--- src/rtl/ctrl_unit_prog_if.sv ---
// Instruction-decode bus between the instruction register side and the
// programmable control unit: opcode handshake, pipeline controls, decode
// table configuration port and the registered control-word outputs.
interface ctrl_unit_prog_if #(
    parameter int OPC_W = 7,
    parameter int SIG_W = 23,
    parameter int DEPTH = 16
);
    localparam int IDX_W = $clog2(DEPTH);

    logic [OPC_W-1:0] opcode;
    logic             op_valid;
    logic             stall;
    logic             flush;
    logic             resume;

    logic             cfg_we;
    logic [IDX_W-1:0] cfg_idx;
    logic             cfg_en;
    logic [OPC_W-1:0] cfg_opcode;
    logic [SIG_W-1:0] cfg_sig;

    logic [SIG_W-1:0] signals;
    logic             sig_valid;
    logic             miss;
    logic             imm_phase;
    logic             halted;

    // Side that issues instructions and programs the table.
    modport master (
        output opcode, op_valid, stall, flush, resume,
        output cfg_we, cfg_idx, cfg_en, cfg_opcode, cfg_sig,
        input  signals, sig_valid, miss, imm_phase, halted
    );

    // The control unit itself.
    modport slave (
        input  opcode, op_valid, stall, flush, resume,
        input  cfg_we, cfg_idx, cfg_en, cfg_opcode, cfg_sig,
        output signals, sig_valid, miss, imm_phase, halted
    );
endinterface

--- src/rtl/ctrl_unit_prog.sv ---
// Programmable registered control unit. Opcodes are decoded through a
// run-time writable associative table (lowest matching index wins) into a
// control word, with stall/flush, an immediate-word phase and a HALT state.
module ctrl_unit_prog #(
    parameter int                 OPC_W   = 7,
    parameter int                 SIG_W   = 23,
    parameter int                 DEPTH   = 16,
    parameter logic [SIG_W-1:0]   NOP_SIG = 23'b01100111000001110100001,
    parameter logic [OPC_W-1:0]   HLT_OPC = 7'b1100001,
    parameter int                 IMM_BIT = 22
) (
    input logic              clk,
    input logic              reset,
    ctrl_unit_prog_if.slave  bus
);
    typedef enum logic [1:0] {
        ST_RUN,
        ST_IMM,
        ST_HALT
    } state_t;

    state_t           state;

    logic             tbl_valid [DEPTH];
    logic [OPC_W-1:0] tbl_opc   [DEPTH];
    logic [SIG_W-1:0] tbl_sig   [DEPTH];

    logic             hit;
    logic [SIG_W-1:0] hit_sig;

    // Associative lookup over the pre-write table contents; scanning from the
    // top down lets the lowest matching index overwrite any higher match.
    always_comb begin
        // NOTE: every output of this block gets a default first so no path leaves it unassigned (no latch).
        hit     = 1'b0;
        hit_sig = '0;
        for (int i = DEPTH - 1; i >= 0; i--) begin
            if (tbl_valid[i] && (tbl_opc[i] == bus.opcode)) begin
                hit     = 1'b1;
                hit_sig = tbl_sig[i];
            end
        end
    end

    // Entry valid bits: cleared by reset, rewritten on every table write.
    always_ff @(posedge clk or negedge reset) begin
        if (!reset) begin
            for (int i = 0; i < DEPTH; i++) begin
                // NOTE: sequential state always takes non-blocking assignments.
                tbl_valid[i] <= 1'b0;
            end
        end else if (bus.cfg_we) begin
            tbl_valid[bus.cfg_idx] <= bus.cfg_en;
        end
    end

    // Entry payload: opcode and control word of each table slot.
    // NOTE: the payload arrays are left out of reset; an invalid entry's contents are never used.
    always_ff @(posedge clk) begin
        if (bus.cfg_we) begin
            tbl_opc[bus.cfg_idx] <= bus.cfg_opcode;
            tbl_sig[bus.cfg_idx] <= bus.cfg_sig;
        end
    end

    // Decode FSM with registered outputs; priority flush > stall > normal.
    always_ff @(posedge clk or negedge reset) begin
        if (!reset) begin
            state         <= ST_RUN;
            bus.signals   <= NOP_SIG;
            bus.sig_valid <= 1'b0;
            bus.miss      <= 1'b0;
            bus.imm_phase <= 1'b0;
            bus.halted    <= 1'b0;
        end else begin
            // Pulse outputs fall unless something below raises them.
            bus.sig_valid <= 1'b0;
            bus.miss      <= 1'b0;
            bus.imm_phase <= 1'b0;

            if (bus.flush) begin
                bus.signals <= NOP_SIG;
                if (state == ST_IMM) begin
                    state <= ST_RUN;
                end
            end else if (!bus.stall) begin
                case (state)
                    ST_RUN: begin
                        if (bus.op_valid) begin
                            bus.sig_valid <= 1'b1;
                            if (hit) begin
                                bus.signals <= hit_sig;
                                if (bus.opcode == HLT_OPC) begin
                                    state      <= ST_HALT;
                                    bus.halted <= 1'b1;
                                end else if (hit_sig[IMM_BIT]) begin
                                    state <= ST_IMM;
                                end
                            end else begin
                                bus.signals <= NOP_SIG;
                                bus.miss    <= 1'b1;
                            end
                        end
                    end
                    ST_IMM: begin
                        if (bus.op_valid) begin
                            bus.imm_phase <= 1'b1;
                            state         <= ST_RUN;
                        end
                    end
                    ST_HALT: begin
                        if (bus.resume) begin
                            state      <= ST_RUN;
                            bus.halted <= 1'b0;
                        end
                    end
                    default: begin
                        state <= ST_RUN;
                    end
                endcase
            end
        end
    end
endmodule

--- src/flat_wrapper.sv ---
// flat-port wrapper written by rule: the top's interface ports become plain ports
module ctrl_unit_prog_flat 
#(
    parameter int                 OPC_W   = 7,
    parameter int                 SIG_W   = 23,
    parameter int                 DEPTH   = 16,
    parameter logic [SIG_W-1:0]   NOP_SIG = 23'b01100111000001110100001,
    parameter logic [OPC_W-1:0]   HLT_OPC = 7'b1100001,
    parameter int                 IMM_BIT = 22
)
  (clk, reset, bus_opcode, bus_op_valid, bus_stall, bus_flush, bus_resume, bus_cfg_we, bus_cfg_idx, bus_cfg_en, bus_cfg_opcode, bus_cfg_sig, bus_signals, bus_sig_valid, bus_miss, bus_imm_phase, bus_halted);
  ctrl_unit_prog_if #(.OPC_W(OPC_W), .SIG_W(SIG_W), .DEPTH(DEPTH)) bus_i ();
  input logic clk;
  input logic reset;
  input wire logic [$bits(bus_i.opcode)-1:0] bus_opcode;
  input wire logic [$bits(bus_i.op_valid)-1:0] bus_op_valid;
  input wire logic [$bits(bus_i.stall)-1:0] bus_stall;
  input wire logic [$bits(bus_i.flush)-1:0] bus_flush;
  input wire logic [$bits(bus_i.resume)-1:0] bus_resume;
  input wire logic [$bits(bus_i.cfg_we)-1:0] bus_cfg_we;
  input wire logic [$bits(bus_i.cfg_idx)-1:0] bus_cfg_idx;
  input wire logic [$bits(bus_i.cfg_en)-1:0] bus_cfg_en;
  input wire logic [$bits(bus_i.cfg_opcode)-1:0] bus_cfg_opcode;
  input wire logic [$bits(bus_i.cfg_sig)-1:0] bus_cfg_sig;
  output wire logic [$bits(bus_i.signals)-1:0] bus_signals;
  output wire logic [$bits(bus_i.sig_valid)-1:0] bus_sig_valid;
  output wire logic [$bits(bus_i.miss)-1:0] bus_miss;
  output wire logic [$bits(bus_i.imm_phase)-1:0] bus_imm_phase;
  output wire logic [$bits(bus_i.halted)-1:0] bus_halted;
  assign bus_i.opcode = bus_opcode;
  assign bus_i.op_valid = bus_op_valid;
  assign bus_i.stall = bus_stall;
  assign bus_i.flush = bus_flush;
  assign bus_i.resume = bus_resume;
  assign bus_i.cfg_we = bus_cfg_we;
  assign bus_i.cfg_idx = bus_cfg_idx;
  assign bus_i.cfg_en = bus_cfg_en;
  assign bus_i.cfg_opcode = bus_cfg_opcode;
  assign bus_i.cfg_sig = bus_cfg_sig;
  assign bus_signals = bus_i.signals;
  assign bus_sig_valid = bus_i.sig_valid;
  assign bus_miss = bus_i.miss;
  assign bus_imm_phase = bus_i.imm_phase;
  assign bus_halted = bus_i.halted;
  ctrl_unit_prog #(.OPC_W(OPC_W), .SIG_W(SIG_W), .DEPTH(DEPTH), .NOP_SIG(NOP_SIG), .HLT_OPC(HLT_OPC), .IMM_BIT(IMM_BIT)) u_core (.clk(clk), .reset(reset), .bus(bus_i));
endmodule
--- config.mk ---
export PLATFORM = sky130hd
export DESIGN_NAME = ctrl_unit_prog_flat
export DESIGN_NICKNAME = d
export VERILOG_FILES = /design/src/rtl/ctrl_unit_prog_if.sv /design/src/rtl/ctrl_unit_prog.sv /design/src/flat_wrapper.sv
export SDC_FILE = /design/constraint.sdc
export NUM_CORES = 1
export LEC_CHECK = 0
export BUFFER_PORTS_ARGS = -buffer_cell sky130_fd_sc_hd__buf_2
export CAP_MARGIN = 20
export CORE_ASPECT_RATIO = 1.75
export CORE_UTILIZATION = 55
export DETAILED_ROUTE_END_ITERATION = 10
export HOLD_SLACK_MARGIN = 0.12
export PLACE_DENSITY = 0.68
export SLEW_MARGIN = 25
export SYNTH_ARGS = -nofsm -noshare
export SYNTH_HDL_FRONTEND = slang
export SYNTH_SLANG_ARGS = --single-unit
--- constraint.sdc ---
create_clock -name clk -period 3.4 [get_ports clk]
set_clock_uncertainty 0.1 [all_clocks]
set_input_delay 0.17 -clock clk [delete_from_list [all_inputs] [get_ports clk]]
set_output_delay 0.17 -clock clk [all_outputs]
set_load 0.01 [all_outputs]
==> impl_metrics.csv, run 1 <==
group,metric,value,unit
status,outcome,"finished, violations left",
status,violations,"design-rule violations",
floorplanning,start_util,55.68,%
clock_network,cts_buffers,45,
sta,setup-tns-final,0,ns
detailed_routing,drc,2,
detailed_routing,ant_nets,0,
detailed_routing,finalWirelength,56.69,mm
pwr,vdd_drop_max,422.2,uV
sta,fmax,316.1,MHz
finish,syn2layout_area_growth,14.81,%
clock_network,cts.sinks,525,
setup_path,cp.required,3.77,ns
sta,worst_slew_pin_slew,0.9586,ns
placed_design,post-place-ws,0.2034,ns
pwr,power_density,525.4,nW/um^2
logic_synthesis,synth_largest_area_cell,"edfxtp_1",
sta,setup_viol,0,
global_routing,overflow,0,
detailed_routing,wl_per_cell,26.68,um
sta,min_period,3.164,ns
clock_network,clock_path_buffers,3,
logic_synthesis,synth-seq-cells,525,
logic_synthesis,synthCells,1440,
global_routing,grt_first_pass_wirelength,84.28,mm
job,cap_viol_max_count,0,
clock_network,clk_pin_slew,0.07,ns
placed_design,numPortBuffers,75,
setup_path,cp-start-kind,"flip-flop",
logic_synthesis,synth.distinct_cells,71,
clock_network,cts_resized,0,
logic_synthesis,synth_area_leaders,"edfxtp_1, dfrtp_1, xnor2_1, o21ai_0, nor2_1",
sta,hold_violations,0,
setup_path,critPathMaxStageDelay,0.44,ns
logic_synthesis,synth_top_area_share,67.63,%
floorplanning,rows,95,
placed_design,routabilityCongestion,0.8853,
logic_synthesis,seq_area_frac_synth,72.97,%
setup_path,critPathMaxFanout,13,
detailed_routing,drt_first_pass_iters,8,
clock_network,clock_latency,0.56,ns
floorplanning,die-width,150.8,um
logic_synthesis,synth_flop_cell,"edfxtp_1",
global_routing,grt_pass1_vias,13780,
placed_design,dp_hpwl,38.02,mm
pwr,p_leak,8.047,nW
sta,setup_slack,0.2364,ns
logic_synthesis,synth_area,21310,um^2
global_routing,antenna_found_initial,0,
logic_synthesis,yosysWarnings,0,
setup_path,critPathArrivalTime,3.54,ns
clock_network,htree_levels,2,
sta,fin_crit_sh,93.05,%
logic_synthesis,syn_area_per_cell,14.80,um^2
finish,layout-drive-gt1-share,16.89,%
setup_path,cp_common_cell,"o31ai_1",
clock_network,cts_root_buf,"clkbuf_16",
setup_path,critPathKind,"flip-flop to flip-flop",
setup_path,crit_slowest_cell,"o311a_1",
clock_network,cts_tree,"yes",
logic_synthesis,synth_nets,1489,
setup_path,cp-end-kind,"flip-flop",
finish,layout.nets,1652,
global_routing,grt_start_max_net_pins,56,
floorplanning,core,38270,um^2
detailed_routing,drt_iter0_drc,1272,
setup_path,path_cells,"xnor2_1 -> nand4_1 -> a211oi_2 -> buf_4 -> a221oi_2 -> o311a_1 -> o31ai_1 -> a2bb2oi_1 -> o31ai_1",
finish,antennaDiodeCount,0,
sta,slew_viol_final,0,
min_path,hp-class,"input pin to flip-flop",
detailed_routing,via_per_inst,6.389,
logic_synthesis,async_flop_share,8.571,%
detailed_routing,vias,13580,
sta,rsz0062_at_grt,"no",
floorplanning,ios,76,
global_routing,grtUsageTotal,29.48,%
logic_synthesis,synth_edf_count,480,
floorplanning,die-area,39570,um^2
floorplanning,die-height,262.4,um
sta,maxSlewHeadroom,35.81,%
## registers in the layout, summed over array words and instances (netlist names)
register and cells:
u_core.tbl_sig 368, u_core.tbl_opc 112, u_core.bus.signals 23, u_core.tbl_valid 16, u_core.state 2, u_core.bus.halted 1, u_core.bus.imm_phase 1, u_core.bus.miss 1
u_core.bus.sig_valid 1
## cells by family after synthesis
group,count (synthesis),synth area share [%]
buffers and inverters,98,2.336
flip-flops,525,72.97
multiplexers,18,0.9393
AO/OA/AOI/OAI,350,11.46
XOR/XNOR,112,4.603
AND/OR/NAND/NOR,337,7.691
## layout make-up
| cell class | count | area [um^2] |
|---|---|---|
| fill | 2795 | 13810 |
| sequential | 525 | 15550 |
| clock buffer | 65 | 1264 |
| timing repair buffer | 197 | 1454 |
| tap | 485 | 606.8 |
| multi-input combinational | 817 | 5390 |
| inverter | 17 | 63.81 |
| clock inverter | 19 | 137.6 |
## final timing paths
path	from	cells past startpoint	slack (ns)	endpoint
worst max-delay path	u_core.tbl_opc[15][3]$_DFFE_PP_	9	0.24	u_core.state[0]$_DFFE_PN0P_
worst min-delay path	bus_op_valid	4	0.17	u_core.bus.signals[22]$_DFFE_PN0P_
worst max register to register	u_core.tbl_opc[15][3]$_DFFE_PP_	9	0.24	u_core.state[0]$_DFFE_PN0P_
worst min register to register	u_core.tbl_sig[0][12]$_DFFE_PP_	1	0.39	u_core.bus.signals[12]$_DFFE_PN0P_
max in group asynchronous	reset	4	1.87	u_core.bus.signals[0]$_DFFE_PN1P_
min in group asynchronous	reset	3	0.59	u_core.bus.sig_valid$_DFF_PN0_
## routing by layer
layer  share of wire, %  vias up  GRT usage, %
met5                  0        -             0
met4                6.8        0         18.16
met3                5.3      169         4.028
li1                   -     5969             -
met1                 34     6842         32.28
met2                 54      596         52.85
## worst max-delay path, delay by kind of cell (launching register included)
family                 cells  cell delay, ns
flip-flops                 1            0.38
buffers and inverters      1            0.23
XOR/XNOR                   1            0.24
AND/OR/NAND/NOR            1            0.40
AO/OA/AOI/OAI              6            1.73
## cell usage in the layout (no fill, tap or decap), drive strengths merged, types with 30 or more instances in the layout
cell type	instances
nand4	35
a21oi	32
edfxtp	480
nand2	88
dfrtp	35
dlygate4sd3	39
o22ai	41
xnor2	82
o21ai	94
buf	158
nor3	39
xor2	30
clkbuf	65
nor2	98
## power breakdown
part / leakage, nW / internal [mW] / switching [mW]
Sequential: 4.90 / 7.22 / 0.0658
Clock: 0.678 / 2.74 / 2.23
Combinational: 2.47 / 0.209 / 0.392
## through the flow
stage | hold slack [ns] | instances | util [%] | total power [mW] | area [um^2]
2_1_floorplan | -0.2256 | 1440 | - | 7.685 | 21320
3_3_place_gp | 0.3015 | 2002 | 59.23 | 7.960 | 22670
4_1_cts | 0.1417 | 2124 | 63.90 | 12.91 | 24460
6_report | 0.1749 | 2125 | 63.93 | 12.85 | 24470
5_1_grt | 0.2034 | 2125 | 63.93 | 13.19 | 24470
3_5_place_dp | 0.3017 | 2002 | 59.24 | 7.984 | 22670
## synthesized netlist by cell type, types with 10 or more instances
cell and count:
nor3_1 38, a211oi_1 11, edfxtp_1 480, o21ai_0 90, nand3_1 24, dfstp_2 10
a221oi_1 28, mux2_2 16, o22ai_1 41, buf_2 20, a21oi_1 32, nor2_1 94
dfrtp_1 35, o221ai_1 11, xnor2_1 82, o211ai_1 15, a221o_1 12, a31oi_1 11
inv_1 17, xor2_1 30, clkbuf_1 40, buf_6 11, nand2_1 88, a22oi_1 25
nand4_1 35, a311oi_1 10
## what timing repair did
item	4_1_cts	5_1_grt
endpoints found under the hold margin	542	15
buffers inserted	0	0
hold buffers	38	1
Note: power is estimated with default switching activity, not from simulation.
==> inputs of run 2 (changes only) <==
--- a/config.mk
+++ b/config.mk
@@ -7,7 +7,7 @@
 export LEC_CHECK = 0
 export BUFFER_PORTS_ARGS = -buffer_cell sky130_fd_sc_hd__buf_2
 export CAP_MARGIN = 20
-export CORE_ASPECT_RATIO = 1.75
+export CORE_ASPECT_RATIO = 0.8
 export CORE_UTILIZATION = 55
 export DETAILED_ROUTE_END_ITERATION = 10
 export HOLD_SLACK_MARGIN = 0.12
==> impl_metrics.csv, run 2 (same netlist as run 1, synthesis figures left out) <==
group,metric,value,unit
status,outcome,"finished clean",
finish,antennaDiodeCount,0,
placed_design,dp_hpwl,35.62,mm
floorplanning,die-area,39550,um^2
setup_path,critPathTopFamily,"compound AO/OA/AOI/OAI gates",
pwr,p_leak,8.162,nW
detailed_routing,vias,13590,
clock_network,cts.sinks,525,
floorplanning,rows,64,
clock_network,cts_resized,0,
sta,rsz0062_at_grt,"no",
floorplanning,core,38200,um^2
clock_network,cts_buffers,51,
clock_network,clock_path_buffers,3,
global_routing,grt_first_pass_wirelength,81.12,mm
sta,setup-tns-final,0,ns
detailed_routing,drc,0,
clock_network,cts_hold_buffers,40,
setup_path,cp-startpoint,"u_core.tbl_opc[14][6]$_DFFE_PP_",
global_routing,grtUsageTotal,27.70,%
sta,fmax,318.0,MHz
setup_path,crit_slowest_cell,"or4b_4",
floorplanning,die-height,178.1,um
setup_path,critPathMaxFanout,22,
sta,slew_viol_final,0,
sta,hold_slack,0.1320,ns
setup_path,critPathKind,"flip-flop to flip-flop",
finish,design_area,24680,um^2
clock_network,postCtsSetupBuffers,0,
setup_path,path_buf_inv,0,
sta,hold_violations,0,
setup_path,cp.required,3.81,ns
global_routing,grt_start_max_net_pins,47,
clock_network,cts_root_buf,"clkbuf_16",
finish,layout_commonest_cell,"edfxtp_1",
placed_design,routabilityCongestion,0.8411,
sta,setup_viol,0,
setup_path,path_cells,"xor2_1 -> or4b_4 -> nor2_4 -> a221oi_1 -> o211ai_1 -> nand2_1 -> a311oi_1 -> a221o_1",
setup_path,cp-start-kind,"flip-flop",
global_routing,grt_pass1_vias,12990,
finish,largest_reg_flops,368,
finish,layout.nets,1661,
min_path,hp-class,"input pin to asynchronous set/reset pin",
placed_design,numPortBuffers,75,
setup_path,critPathMaxStageDelay,0.58,ns
floorplanning,ios,76,
placed_design,place_area,22670,um^2
finish,largest_register,"u_core.tbl_sig",
global_routing,overflow,0,
clock_network,clock_latency,0.58,ns
finish,reg_top3,"u_core.tbl_sig x368, u_core.tbl_opc x112, u_core.bus.signals x23",
detailed_routing,via_per_inst,6.324,
detailed_routing,drt_iter0_drc,1677,
clock_network,cts_tree,"yes",
sta,min_period,3.145,ns
finish,layout-drive-gt1-share,17.79,%
clock_network,htree_levels,2,
global_routing,antenna_found_initial,0,
detailed_routing,drt_first_pass_iters,5,
finish,syn2layout_area_growth,15.80,%
finish,final_cell_mix,"edfxtp_1, o21ai_0, nand2_1",
sta,fin_crit_sh,92.49,%
pwr,power_density,539.7,nW/um^2
sta,worst_slew_pin_slew,0.8533,ns
floorplanning,die-width,222.1,um
setup_path,r2r_start,"u_core.tbl_opc[14][6]$_DFFE_PP_",
setup_path,critPathArrivalTime,3.56,ns
setup_path,cp-end-kind,"flip-flop",
clock_network,clk_pin_slew,0.06,ns
detailed_routing,finalWirelength,54.22,mm
floorplanning,start_util,55.80,%
pwr,vdd_drop_max,411.7,uV
sta,maxSlewHeadroom,42.98,%
detailed_routing,ant_nets,0,
detailed_routing,wl_per_cell,25.24,um
job,cap_viol_max_count,0,
## run 2: changes by cell type in the layout (fill, tap and decap cells not counted), sizes merged
cell,previous run,this run
clkinv,15,8
buf,158,161
bufinv,2,0
clkbuf,65,84
## run 2: per-stage QoR
stage | total power [mW] | instances | util [%] | worst slack, ns
after floorplan | 7.685 | 1440 | - | 0.1867
after global placement | 7.950 | 2014 | 59.35 | 0.2459
after detailed placement | 7.974 | 2014 | 59.35 | 0.2088
after CTS | 13.36 | 2148 | 64.63 | 0.3077
after global routing | 13.67 | 2148 | 64.62 | 0.07771
final | 13.32 | 2148 | 64.62 | 0.2553
## run 2: layout make-up
type                       instances  area (um^2)
timing repair buffer             200         1459
inverter                          17        63.81
fill                            2722        13520
multi-input combinational        817         5369
clock buffer                      84         1553
sequential                       525        15550
tap                              495        619.3
clock inverter                    10        65.06
## run 2: where the power goes
group          switching [mW]  internal, mW  leakage [nW]
clock network            2.33          3.11         0.790
registers              0.0688          7.22          4.90
logic                   0.384         0.209          2.47
total                    2.78          10.5          8.16
## run 2: worst paths after layout
check / cells after the start / slack (ns) / endpoint
worst max register to register: 8 / 0.26 / u_core.bus.signals[3]$_DFFE_PN0P_
worst min-delay path: 3 / 0.13 / u_core.bus.halted$_DFFE_PN0P_
worst max-delay path: 8 / 0.26 / u_core.bus.signals[3]$_DFFE_PN0P_
min in group clk: 3 / 0.15 / u_core.tbl_sig[0][15]$_DFFE_PP_
max in group asynchronous: 3 / 2.65 / u_core.tbl_valid[2]$_DFFE_PN0P_
worst min register to register: 1 / 0.40 / u_core.bus.signals[11]$_DFFE_PN0P_
## run 2: worst reg2reg max path: cells and delay by family (launching register included)
| family | cells | cell delay (ns) |
|---|---|---|
| xor+xnor | 1 | 0.18 |
| simple gates | 3 | 1.13 |
| flops | 1 | 0.37 |
| compound gates | 4 | 1.31 |
## run 2: layer usage
layer  share of wire, %  wire length (um)  vias up  GRT usage, %
li1                   -                 -     5984             -
met1                 45             24390     6799         42.04
met2                 44             23610      728         41.05
met3                9.8              5292       74         5.798
met4                1.7               919        0         6.684
met5                  0                 0        -             0
==> inputs of run 3 (changes only) <==
--- a/config.mk
+++ b/config.mk
@@ -5,6 +5,7 @@
 export SDC_FILE = /design/constraint.sdc
 export NUM_CORES = 1
 export LEC_CHECK = 0
+export ABC_AREA = 1
 export BUFFER_PORTS_ARGS = -buffer_cell sky130_fd_sc_hd__buf_2
 export CAP_MARGIN = 20
 export CORE_ASPECT_RATIO = 0.8
==> constraint.sdc (replaced) <==
create_clock -name clk -period 3.4 [get_ports clk]
set_clock_uncertainty 0.1 [all_clocks]
set_input_delay 0.68 -clock clk [delete_from_list [all_inputs] [get_ports clk]]
set_output_delay 0.68 -clock clk [all_outputs]
set_load 0.01 [all_outputs]
==> impl_metrics.csv, run 3 <==
group,metric,value,unit
pwr,power.internal,10.47,mW
logic_synthesis,synth_nets,2002,
detailed_routing,finalWirelength,54.15,mm
pwr,p_sw_share,21.91,%
global_routing,antenna_found_initial,0,
sta,worst_slew_pin_slew,0.7393,ns
pwr,power_density,531.5,nW/um^2
detailed_routing,drc,0,
clock_network,postCtsSetupBuffers,0,
pwr,pwr-share-clk,40.3,%
clock_network,cts.sinks,525,
finish,layout.nets,2142,
logic_synthesis,synth_largest_area_cell,"edfxtp_1",
setup_path,critPathTopFamily,"simple AND/OR/NAND/NOR gates",
clock_network,cts_tree,"yes",
logic_synthesis,synth_top_area_share,65.38,%
clock_network,clock_path_buffers,3,
setup_path,crit_slowest_cell,"mux2_1",
logic_synthesis,synth_flop_cell,"edfxtp_1",
setup_path,cp.required,3.75,ns
finish,syn2layout_area_growth,14.44,%
setup_path,path_cells,"buf_2 -> inv_1 -> buf_4 -> buf_4 -> or2_2 -> nand3_1 -> nor3_1 -> nand2_1 -> nand2_1 -> nor3_1 -> and2_1 -> nand2_1 -> nand3_1 -> mux2_1",
setup_path,cp-startpoint,"bus_opcode[6]",
clock_network,cts_buffers,51,
global_routing,grtUsageTotal,27.07,%
floorplanning,core,39440,um^2
finish,fill_cells,3018,
finish,largest_reg_flops,368,
global_routing,grt_start_max_net_pins,46,
finish,design_area,25230,um^2
placed_design,numPortBuffers,75,
sta,hold_violations,0,
clock_network,htree_levels,2,
clock_network,clock_latency,0.59,ns
setup_path,r2r_start,"u_core.tbl_opc[14][5]$_DFFE_PP_",
logic_synthesis,ys_top_cells_by_count,"edfxtp_1, nand2_1, nor2_1, a21oi_1, inv_1",
logic_synthesis,synth.distinct_cells,51,
logic_synthesis,synth_edf_count,480,
detailed_routing,ant_nets,0,
logic_synthesis,synthCells,1953,
pwr,combPwrFrac,5.3,%
logic_synthesis,seq_area_frac_synth,70.55,%
sta,setup_slack,0.5181,ns
logic_synthesis,syn_area_per_cell,11.29,um^2
sta,fmax,347.0,MHz
pwr,pwr-share-seq,54.4,%
sta,fin_crit_sh,84.76,%
global_routing,grt_pass1_vias,14660,
detailed_routing,via_per_inst,5.592,
clock_network,cts_hold_buffers,1,
clock_network,cts_resized,0,
status,outcome,"finished clean",
sta,setup_viol,0,
placed_design,post-place-ws,-0.006480,ns
setup_path,critPathMaxFanout,7,
finish,largest_register,"u_core.tbl_sig",
floorplanning,rows,65,
floorplanning,die-area,40890,um^2
floorplanning,ios,76,
finish,reg_top3,"u_core.tbl_sig x368, u_core.tbl_opc x112, u_core.bus.signals x23",
floorplanning,die-height,181.1,um
logic_synthesis,yosysWarnings,0,
detailed_routing,drt_iter0_drc,1616,
logic_synthesis,async_flop_share,8.571,%
clock_network,clk_pin_slew,0.06,ns
logic_synthesis,synth_area_leaders,"edfxtp_1, nand2_1, nor2_1, a21oi_1, dfrtp_1",
logic_synthesis,synth_area,22040,um^2
finish,post-route-util,63.96,%
min_path,hp-class,"input pin to flip-flop",
global_routing,overflow,0,
finish,final_cell_mix,"edfxtp_1, nand2_1, nor2_1",
pwr,p_leak,9.829,nW
placed_design,place_area,23640,um^2
setup_path,critPathKind,"input pin to flip-flop",
detailed_routing,drt_first_pass_iters,8,
setup_path,cp_common_cell,"nand2_1",
logic_synthesis,synth.most_common_cell,"edfxtp_1",
pwr,total_power,13.41,mW
setup_path,critPathMaxStageDelay,0.32,ns
floorplanning,start_util,55.89,%
setup_path,cp-start-kind,"input pin",
detailed_routing,vias,14940,
sta,slew_viol_final,0,
setup_path,path_buf_inv,4,
logic_synthesis,synth-seq-cells,525,
pwr,switchingPower,2.938,mW
setup_path,critPathArrivalTime,3.24,ns
pwr,vdd_drop_max,519.1,uV
sta,min_period,2.882,ns
sta,hold_slack,0.2426,ns
setup_path,cp-end-kind,"flip-flop",
sta,maxSlewHeadroom,50.60,%
placed_design,dp_hpwl,34.52,mm
floorplanning,die-width,225.8,um
sta,rsz0062_at_grt,"no",
finish,antennaDiodeCount,0,
finish,layout-drive-gt1-share,13.76,%
detailed_routing,wl_per_cell,20.27,um
job,cap_viol_max_count,0,
finish,layout_commonest_cell,"edfxtp_1",
clock_network,cts_root_buf,"clkbuf_16",
placed_design,routabilityCongestion,0.8811,
min_path,hp-start,"bus_flush",
global_routing,grt_first_pass_wirelength,83.30,mm
## run 3: cell count changes after synthesis, sizes merged, moves of 16 or more
cell,before,now
nor2,98,306
xnor2,82,16
nand3,24,40
a22oi,25,0
inv,17,101
o22ai,41,7
nand2,88,467
nor3,39,11
a21oi,32,194
a221oi,29,1
nand4,35,16
## run 3: per-stage QoR
stage,setup TNS [ns],cells
6_report,0,2672
5_1_grt,0,2672
4_1_cts,0,2672
3_5_place_dp,-0.006480,2575
3_3_place_gp,0,2575
2_1_floorplan,0,1953
## run 3: power by group through the flow
stage               clock (mW)  sequential, mW  combinational (mW)
floorplan                    0            7.41               0.381
global placement             0            7.42               0.682
detailed placement           0            7.42               0.699
CTS                       5.45            7.29               0.703
global route              5.71            7.30               0.785
finish                    5.41            7.29               0.705
## run 3: kinds of logic (layout without fill, tap and decap cells)
kind of cell,count (synthesis),after routing,synth area share (%)
buffers and inverters,184,367,3.871
multiplexers,1,1,0.05108
flip-flops,525,525,70.55
AND/OR/NAND/NOR,873,873,16.03
XOR/XNOR,41,41,1.629
AO/OA/AOI/OAI,329,329,7.872
## run 3: worst reg2reg max path: stages, from the launching register on
cell,delay (ns)
edfxtp_1,0.38
inv_1,0.06
nand2_1,0.12
nand2_1,0.07
nor2_1,0.10
nand2_1,0.06
nor2_1,0.40
buf_4,0.35
a21oi_1,0.10
nand2_1,0.07
a21oi_1,0.06
o21ai_1,0.13
nand2_1,0.06
a21boi_0,0.26
o21ai_1,0.10
nand2_1,0.07
nand2_1,0.05
nand2_1,0.05
nand2_1,0.06
nand2_1,0.06
a21oi_1,0.06
## run 3: cell type report
class	count	area (um^2)	share of cell area, %
Clock inverter	31	226.5	0.8977
Inverter	102	385.4	1.528
Clock buffer	65	1350	5.351
Timing Repair Buffer	169	1271	5.039
Tap cell	536	670.6	2.658
Sequential cell	525	15550	61.65
Multi-Input combinational cell	1244	5772	22.88
## run 3: per-layer routing
metal	global-route usage [%]	wire [um]	up-vias
met1	40.34	24140	7224
met4	7.347	1208	0
met2	40.89	24000	652
met5	0	0	-
li1	-	-	6994
met3	5.172	4805	72
## run 3: worst paths after layout
kind                       depth (start not counted)                                end  slack (ns)
min in group asynchronous                          3    u_core.tbl_valid[1]$_DFFE_PN0P_        0.55
max reg2reg                                       20  u_core.bus.signals[7]$_DFFE_PN1P_        0.55
max in group asynchronous                          3  u_core.bus.signals[7]$_DFFE_PN1P_        2.33
max                                               14      u_core.bus.halted$_DFFE_PN0P_        0.52
min reg2reg                                        2  u_core.bus.signals[1]$_DFFE_PN0P_        0.38
min                                                2     u_core.bus.sig_valid$_DFF_PN0_        0.24
